[src/rtl/sent_tx_pulse_gen_p.sv]
// SENT transmitter pulse generator: turns sync/data/pause commands into tick-accurate
// low/high pulses, tracking accumulated frame ticks so the pause can pad the frame.
module sent_tx_pulse_gen_p #(
   parameter int LOW_TICKS   = 5,
   parameter int SYNC_TICKS  = 56,
   parameter int NIBBLE_BASE = 12,
   parameter int NIBBLE_W    = 4,
   parameter int PAUSE_MODE  = 0,
   parameter int FRAME_TICKS = 250,
   parameter int PAUSE_TICKS = 77,
   parameter int PAUSE_MIN   = 12,
   parameter int CNT_W       = 10
) (
   input  logic                ticks,
   input  logic                reset,
   input  logic                cmd_valid,
   output logic                cmd_ready,
   input  logic [1:0]          cmd_type,
   input  logic [NIBBLE_W-1:0] data_nibble,
   output logic                data_pulse,
   output logic                pulse_done,
   output logic                busy,
   output logic                pause_err,
   output logic                cmd_err,
   output logic [CNT_W-1:0]    frame_ticks
);

   typedef enum logic [1:0] {
      ST_IDLE = 2'd0,
      ST_LOW  = 2'd1,
      ST_HIGH = 2'd2
   } state_t;

   localparam logic [CNT_W-1:0] ONE_L     = CNT_W'(1);
   localparam logic [CNT_W-1:0] LOW_LAST  = CNT_W'(LOW_TICKS - 1);
   localparam logic [CNT_W-1:0] SYNC_L    = CNT_W'(SYNC_TICKS);
   localparam logic [CNT_W-1:0] BASE_L    = CNT_W'(NIBBLE_BASE);
   localparam logic [CNT_W-1:0] FRAME_L   = CNT_W'(FRAME_TICKS);
   localparam logic [CNT_W-1:0] PTICK_L   = CNT_W'(PAUSE_TICKS);
   localparam logic [CNT_W-1:0] PMIN_L    = CNT_W'(PAUSE_MIN);
   localparam logic [CNT_W-1:0] PAD_LIMIT = CNT_W'(FRAME_TICKS - PAUSE_MIN);

   state_t           state_r, state_s;
   logic [CNT_W-1:0] cnt_r, cnt_s;
   logic [CNT_W-1:0] len_r, len_s;
   logic [CNT_W-1:0] frame_r, frame_s;
   logic             dp_r, dp_s;
   logic             done_r, done_s;
   logic             busy_r, busy_s;
   logic             perr_r, perr_s;
   logic             cerr_r, cerr_s;
   logic [CNT_W-1:0] cmd_len_s;
   logic             clamp_s;
   logic             last_s;
   logic             ready_s;
   logic             accept_s;
   logic             start_s;

   function automatic logic [CNT_W-1:0] sat_add(input logic [CNT_W-1:0] a,
                                                input logic [CNT_W-1:0] b);
      logic [CNT_W:0] sum;
      sum = {1'b0, a} + {1'b0, b};
      return sum[CNT_W] ? {CNT_W{1'b1}} : sum[CNT_W-1:0];
   endfunction

   // Handshake: ready in idle or on the last tick of a pulse so pulses chain seamlessly.
   always_comb begin
      last_s   = (state_r == ST_HIGH) && (cnt_r == (len_r - ONE_L));
      ready_s  = (state_r == ST_IDLE) || last_s;
      accept_s = cmd_valid && ready_s;
      start_s  = accept_s && (cmd_type != 2'b11);
   end

   // Pulse length decode for the command on the bus.
   always_comb begin
      cmd_len_s = '0;
      clamp_s   = 1'b0;
      case (cmd_type)
         2'b00: cmd_len_s = SYNC_L;
         2'b01: cmd_len_s = BASE_L + CNT_W'(data_nibble);
         2'b10: begin
            if (PAUSE_MODE != 0) begin
               cmd_len_s = PTICK_L;
            end else if (frame_r > PAD_LIMIT) begin
               cmd_len_s = PMIN_L;
               clamp_s   = 1'b1;
            end else begin
               cmd_len_s = FRAME_L - frame_r;
            end
         end
         default: cmd_len_s = '0;
      endcase
   end

   // Next-state, counters, frame accumulator and next register values of all outputs.
   always_comb begin
      state_s = state_r;
      cnt_s   = cnt_r;
      len_s   = len_r;
      frame_s = frame_r;
      perr_s  = 1'b0;
      cerr_s  = 1'b0;
      case (state_r)
         ST_IDLE: begin
            if (start_s) begin
               state_s = ST_LOW;
               cnt_s   = '0;
               len_s   = cmd_len_s;
            end else begin
               state_s = ST_IDLE;
            end
         end
         ST_LOW: begin
            cnt_s = cnt_r + ONE_L;
            if (cnt_r == LOW_LAST) begin
               state_s = ST_HIGH;
            end else begin
               state_s = ST_LOW;
            end
         end
         ST_HIGH: begin
            if (last_s && start_s) begin
               state_s = ST_LOW;
               cnt_s   = '0;
               len_s   = cmd_len_s;
            end else if (last_s) begin
               state_s = ST_IDLE;
               cnt_s   = '0;
            end else begin
               cnt_s = cnt_r + ONE_L;
            end
         end
         default: begin
            state_s = ST_IDLE;
            cnt_s   = '0;
         end
      endcase

      if (accept_s) begin
         case (cmd_type)
            2'b00, 2'b01: frame_s = sat_add(frame_r, cmd_len_s);
            2'b10: begin
               frame_s = '0;
               perr_s  = clamp_s;
            end
            default: cerr_s = 1'b1;
         endcase
      end else begin
         frame_s = frame_r;
      end

      dp_s   = (state_s != ST_LOW);
      busy_s = (state_s != ST_IDLE);
      done_s = (state_s == ST_HIGH) && (cnt_s == (len_s - ONE_L));
   end

   // State and output registers with synchronous reset.
   always_ff @(posedge ticks) begin
      if (reset) begin
         state_r <= ST_IDLE;
         cnt_r   <= '0;
         len_r   <= '0;
         frame_r <= '0;
         dp_r    <= 1'b1;
         done_r  <= 1'b0;
         busy_r  <= 1'b0;
         perr_r  <= 1'b0;
         cerr_r  <= 1'b0;
      end else begin
         state_r <= state_s;
         cnt_r   <= cnt_s;
         len_r   <= len_s;
         frame_r <= frame_s;
         dp_r    <= dp_s;
         done_r  <= done_s;
         busy_r  <= busy_s;
         perr_r  <= perr_s;
         cerr_r  <= cerr_s;
      end
   end

   assign cmd_ready   = ready_s;
   assign data_pulse  = dp_r;
   assign pulse_done  = done_r;
   assign busy        = busy_r;
   assign pause_err   = perr_r;
   assign cmd_err     = cerr_r;
   assign frame_ticks = frame_r;

endmodule

[config.mk]
export PLATFORM = sky130hd
export DESIGN_NAME = sent_tx_pulse_gen_p
export DESIGN_NICKNAME = d
export VERILOG_FILES = /design/src/rtl/sent_tx_pulse_gen_p.sv
export SDC_FILE = /design/constraint.sdc
export NUM_CORES = 1
export LEC_CHECK = 0
export ABC_AREA = 0
export CAP_MARGIN = 20
export CORE_MARGIN = 8
export CORE_UTILIZATION = 53
export DETAILED_ROUTE_END_ITERATION = 7
export GPL_ROUTABILITY_DRIVEN = 0
export PLACE_DENSITY = 0.77
export SETUP_SLACK_MARGIN = 0.4
export SYNTH_ARGS = -nofsm -noshare
export SYNTH_HDL_FRONTEND = slang
export SYNTH_SLANG_ARGS = --single-unit
[constraint.sdc]
create_clock -name ticks -period 3.7 [get_ports ticks]
set_input_delay 0.37 -clock ticks [delete_from_list [all_inputs] [get_ports ticks]]
set_output_delay 0.37 -clock ticks [all_outputs]
set_load 0.05 [all_outputs]
==> metrics.md <==
| Metric | Value |
|---|---|
| Num CTS Buffers | 5 |
| Antenna violations before repair | 0 |
| Crit path time final | 3.811 ns |
| Final ANT Viol Nets | 0 |
| Hold Path Cell Cnt | 2 |
| Pre-antenna DRT Iters | 5 |
| Period Utilization, post-route | 103.0% |
| Element type at the critical path end | flip-flop |
| Status | finished, violations left |
| Power Density | 327.0 nW/um^2 |
| Syn Inst Count | 397 |
| Initial DRC Count | 457 |
| Post-synth EDFFs | 0 |
| Max clock buf depth | 2 |
| Final #Nets | 489 |
| Total Routing Usage GR | 22.06% |
| FFs w/ async S/R, synth | 0% |
| Antenna diodes | 0 |
| CTS Hold Buffers Added | 0 |
| Worst EP required | 3.89 ns |
| F_max | 262.4 MHz |
| Worst hold path class | reg2reg |
| Worst-margin pin slew | 0.5545 ns |
| Failing checks | negative setup slack |
| Die area | 8439 um^2 |
| Final Hold Fails | 0 |
| Max-slew headroom at the worst pin | 62.81% |
| Slowest cell on crit path | or4_4 |
| CP Max Fanout | 4 |
| Filler instances | 416 |
| Synth warn | 0 |
| Reg-to-reg endpoint | pulse_done$_SDFF_PP0_ |
| Yosys cell types | 66 |
| Final WL | 9758 um |
| Slowest stage delay, CP | 0.58 ns |
| Post-synthesis sequential area ratio | 24.28% |
| Worst R2R Start | len_r[2]$_SDFF_PP0_ |
| CP cell instances | or4_4 -> nor4_4 -> xnor2_1 -> a2111o_1 -> buf_4 -> nor4b_1 -> buf_4 -> a211oi_4 -> ha_2 -> inv_2 -> nor3_1 -> a31o_1 -> and3b_1 -> or3_1 -> a31oi_2 -> a2111oi_2 |
| Share of cells above drive strength 1 | 25.49% |
| Mapped cell area | 3050 um^2 |
| Critical Path AT | 4.00 ns |
| Pins over their slew limit | 0 |
| Synth-to-Final Area Change | 30.48% |
| Max capacitance violation total | 0 |
| Initial core utilization | 55.06% |
| Final Skew | 0.009923 ns |
| Via count | 3,315 |
| Die Ht | 91.87 um |
| Cell depth of the worst setup path | 16 |
| CP delay by family, top | simple AND/OR/NAND/NOR gates |
| Crit Path Class | reg2reg |
| VDD IR max | 0.0002362 V |
| Via density | 6.196 |
| Post-layout worst setup margin | -0.1105 ns |
| Most common cell on crit path | buf_4 |
| WL/cell | 18.24 um |
| # clock sinks | 37 |
| Final core utilization | 71.84% |
| P_leak | 1.640 nW |
| Vias in the first global route | 3,176 |
| IO Pins | 25 |
| Core Region | 5540 um^2 |
| # rows | 27 |
| Critical Path Start Type | flip-flop |
| CTS tree | built |
| DP HPWL | 6545 um |
| Avg Cell Area, Syn | 7.684 um^2 |
| Worst-path clk slew | 0.09 ns |
| PortBufs | 24 |
| CTS root buffer | clkbuf_8 |
| Die extent in x | 91.87 um |
| Reg2Reg Depth | 16 |
| Critical path buffers and inverters | 3 |
| Top FF cell, synth | dfxtp_1 |
| Hold Crit Start | frame_ticks[7]$_SDFFE_PP0P_ |
| Total grt overflow | 0 |
| FF-to-FF setup slack | -0.11 ns |
| H-tree depth | 2 |
| # setup viols final | 1 |
| First-pass GRT wire length | 15,390 um |
| Hold Crit Endpoint | frame_ticks[7]$_SDFFE_PP0P_ |
| Worst-skew pair later-pin latency | 0.31 ns |
| RSZ-0062 raised after global routing | yes |
| Number of remaining DRC errors | 0 |
| Flops & latches, synth | 37 |
| Setup TNS | -0.1105 ns |
| Largest net degree at the start of global routing | 35 |
## flip-flops by register name (all words and copies together), names as in the netlist
signal and cells:
frame_ticks 10, data_pulse 1, cnt_r 10, busy 1
state_r 2, pause_err 1, pulse_done 1, cmd_err 1
len_r 10
## metrics by stage
step           cell area, um^2  instances  hold slack [ns]  setup slack (ns)  power (mW)
3_3_place_gp              3570        506           0.4910           0.01096      0.8529
2_1_floorplan             3098        398           0.4931           -0.2359      0.7399
6_report                  3980        535           0.5066           -0.1105       1.302
5_1_grt                   3980        535           0.5298           -0.2915       1.355
3_5_place_dp              3570        506           0.4992           -0.1126      0.8638
4_1_cts                   3864        525           0.5102          -0.06559       1.266
## cells in the mapped netlist (5+ instances only)
cell,count,share of area [%]
nor2_1,40,4.9
dfxtp_1,37,24
nand2_1,37,4.6
o21ai_0,28,4.6
a21oi_1,26,4.3
inv_1,22,2.7
xnor2_1,21,6.0
xor2_1,20,5.7
ha_1,17,7.0
clkbuf_1,15,1.8
nor3_1,14,2.3
nand3_1,10,1.6
nor2b_1,7,1.4
nor4_1,6,1.2
a21o_1,5,1.2
a22oi_1,5,1.2
and2_1,5,1.0
mux2i_1,5,1.6
nand2b_1,5,1.0
nor3b_1,5,1.2
## cell families after synthesis
logic type,share of synthesized area (%)
simple gates,25.43
flops,24.28
compound gates,22.56
buf+inv,5.742
other cells,0.1229
mux,2.461
fa+ha+maj,7.629
xor+xnor,11.77
## report_power, final
part / internal (mW) / switching, mW / leakage (nW)
logic: 0.207 / 0.270 / 1.27
registers: 0.415 / 0.0249 / 0.305
clock network: 0.220 / 0.165 / 0.0617
## cell type report
cell class / count / area [um^2] / area share (%)
inverters: 22 / 82.58 / 2.075
clock buffers: 6 / 82.58 / 2.075
repair buffers: 76 / 629.4 / 15.81
flip-flops and latches: 37 / 755.7 / 18.99
multi-input cells: 320 / 2303 / 57.87
clock inverters: 2 / 36.28 / 0.9117
well taps: 72 / 90.09 / 2.263
## worst max path at each step
stage / end / slack, ns / start
2_1_floorplan: pulse_done$_SDFF_PP0_ / -0.24 / len_r[2]$_SDFF_PP0_
3_3_place_gp: pulse_done$_SDFF_PP0_ / 0.01 / len_r[2]$_SDFF_PP0_
3_5_place_dp: pulse_done$_SDFF_PP0_ / -0.11 / len_r[2]$_SDFF_PP0_
4_1_cts: pulse_done$_SDFF_PP0_ / -0.07 / len_r[2]$_SDFF_PP0_
5_1_grt: pulse_done$_SDFF_PP0_ / -0.29 / len_r[2]$_SDFF_PP0_
6_report: pulse_done$_SDFF_PP0_ / -0.11 / len_r[2]$_SDFF_PP0_
## repair_timing
item | CTS | global route
setup buffers | 10 | 10
resized for setup | 23 | 15
pin swaps | 17 | 24
setup endpoints to repair | 12 | 12
cloned | 1 | 0
## worst register-to-register path, stage by stage (launching register included)
cell,delay [ns]
dfxtp_1,0.32
or4_4,0.58
nor4_4,0.18
xnor2_1,0.13
a2111o_1,0.45
buf_4,0.17
nor4b_1,0.28
buf_4,0.17
a211oi_4,0.04
ha_2,0.21
inv_2,0.09
nor3_1,0.06
a31o_1,0.22
and3b_1,0.17
or3_1,0.36
a31oi_2,0.20
a2111oi_2,0.06
## cell usage in the layout (no fill, tap or decap), types with 3 or more instances in the layout
cell	n
a21o_1	4
nor2_1	40
nand2_1	37
mux2i_1	5
a211oi_1	3
ha_1	14
xor2_1	20
and2_1	4
and3_1	3
buf_4	51
nor2b_1	6
nor4_1	6
nand3_1	10
xnor2_1	21
dfxtp_2	6
clkbuf_8	6
nor3b_1	5
o21ai_0	14
o21ai_1	3
clkdlybuf4s50_1	23
nand2b_1	5
inv_1	18
inv_2	4
or3_1	4
o21ai_2	12
nor3_1	13
a22oi_1	4
a21oi_2	3
a21oi_1	23
dfxtp_1	29
## per-layer routing
metal	track usage, %	share of wire (%)	vias up
met5	0	0	-
met4	8.322	2.6	0
met3	4.319	8.4	32
met2	35.34	47	187
met1	28.50	42	1565
li1	-	-	1531
No activity file was read; power rests on OpenSTA's default activity.
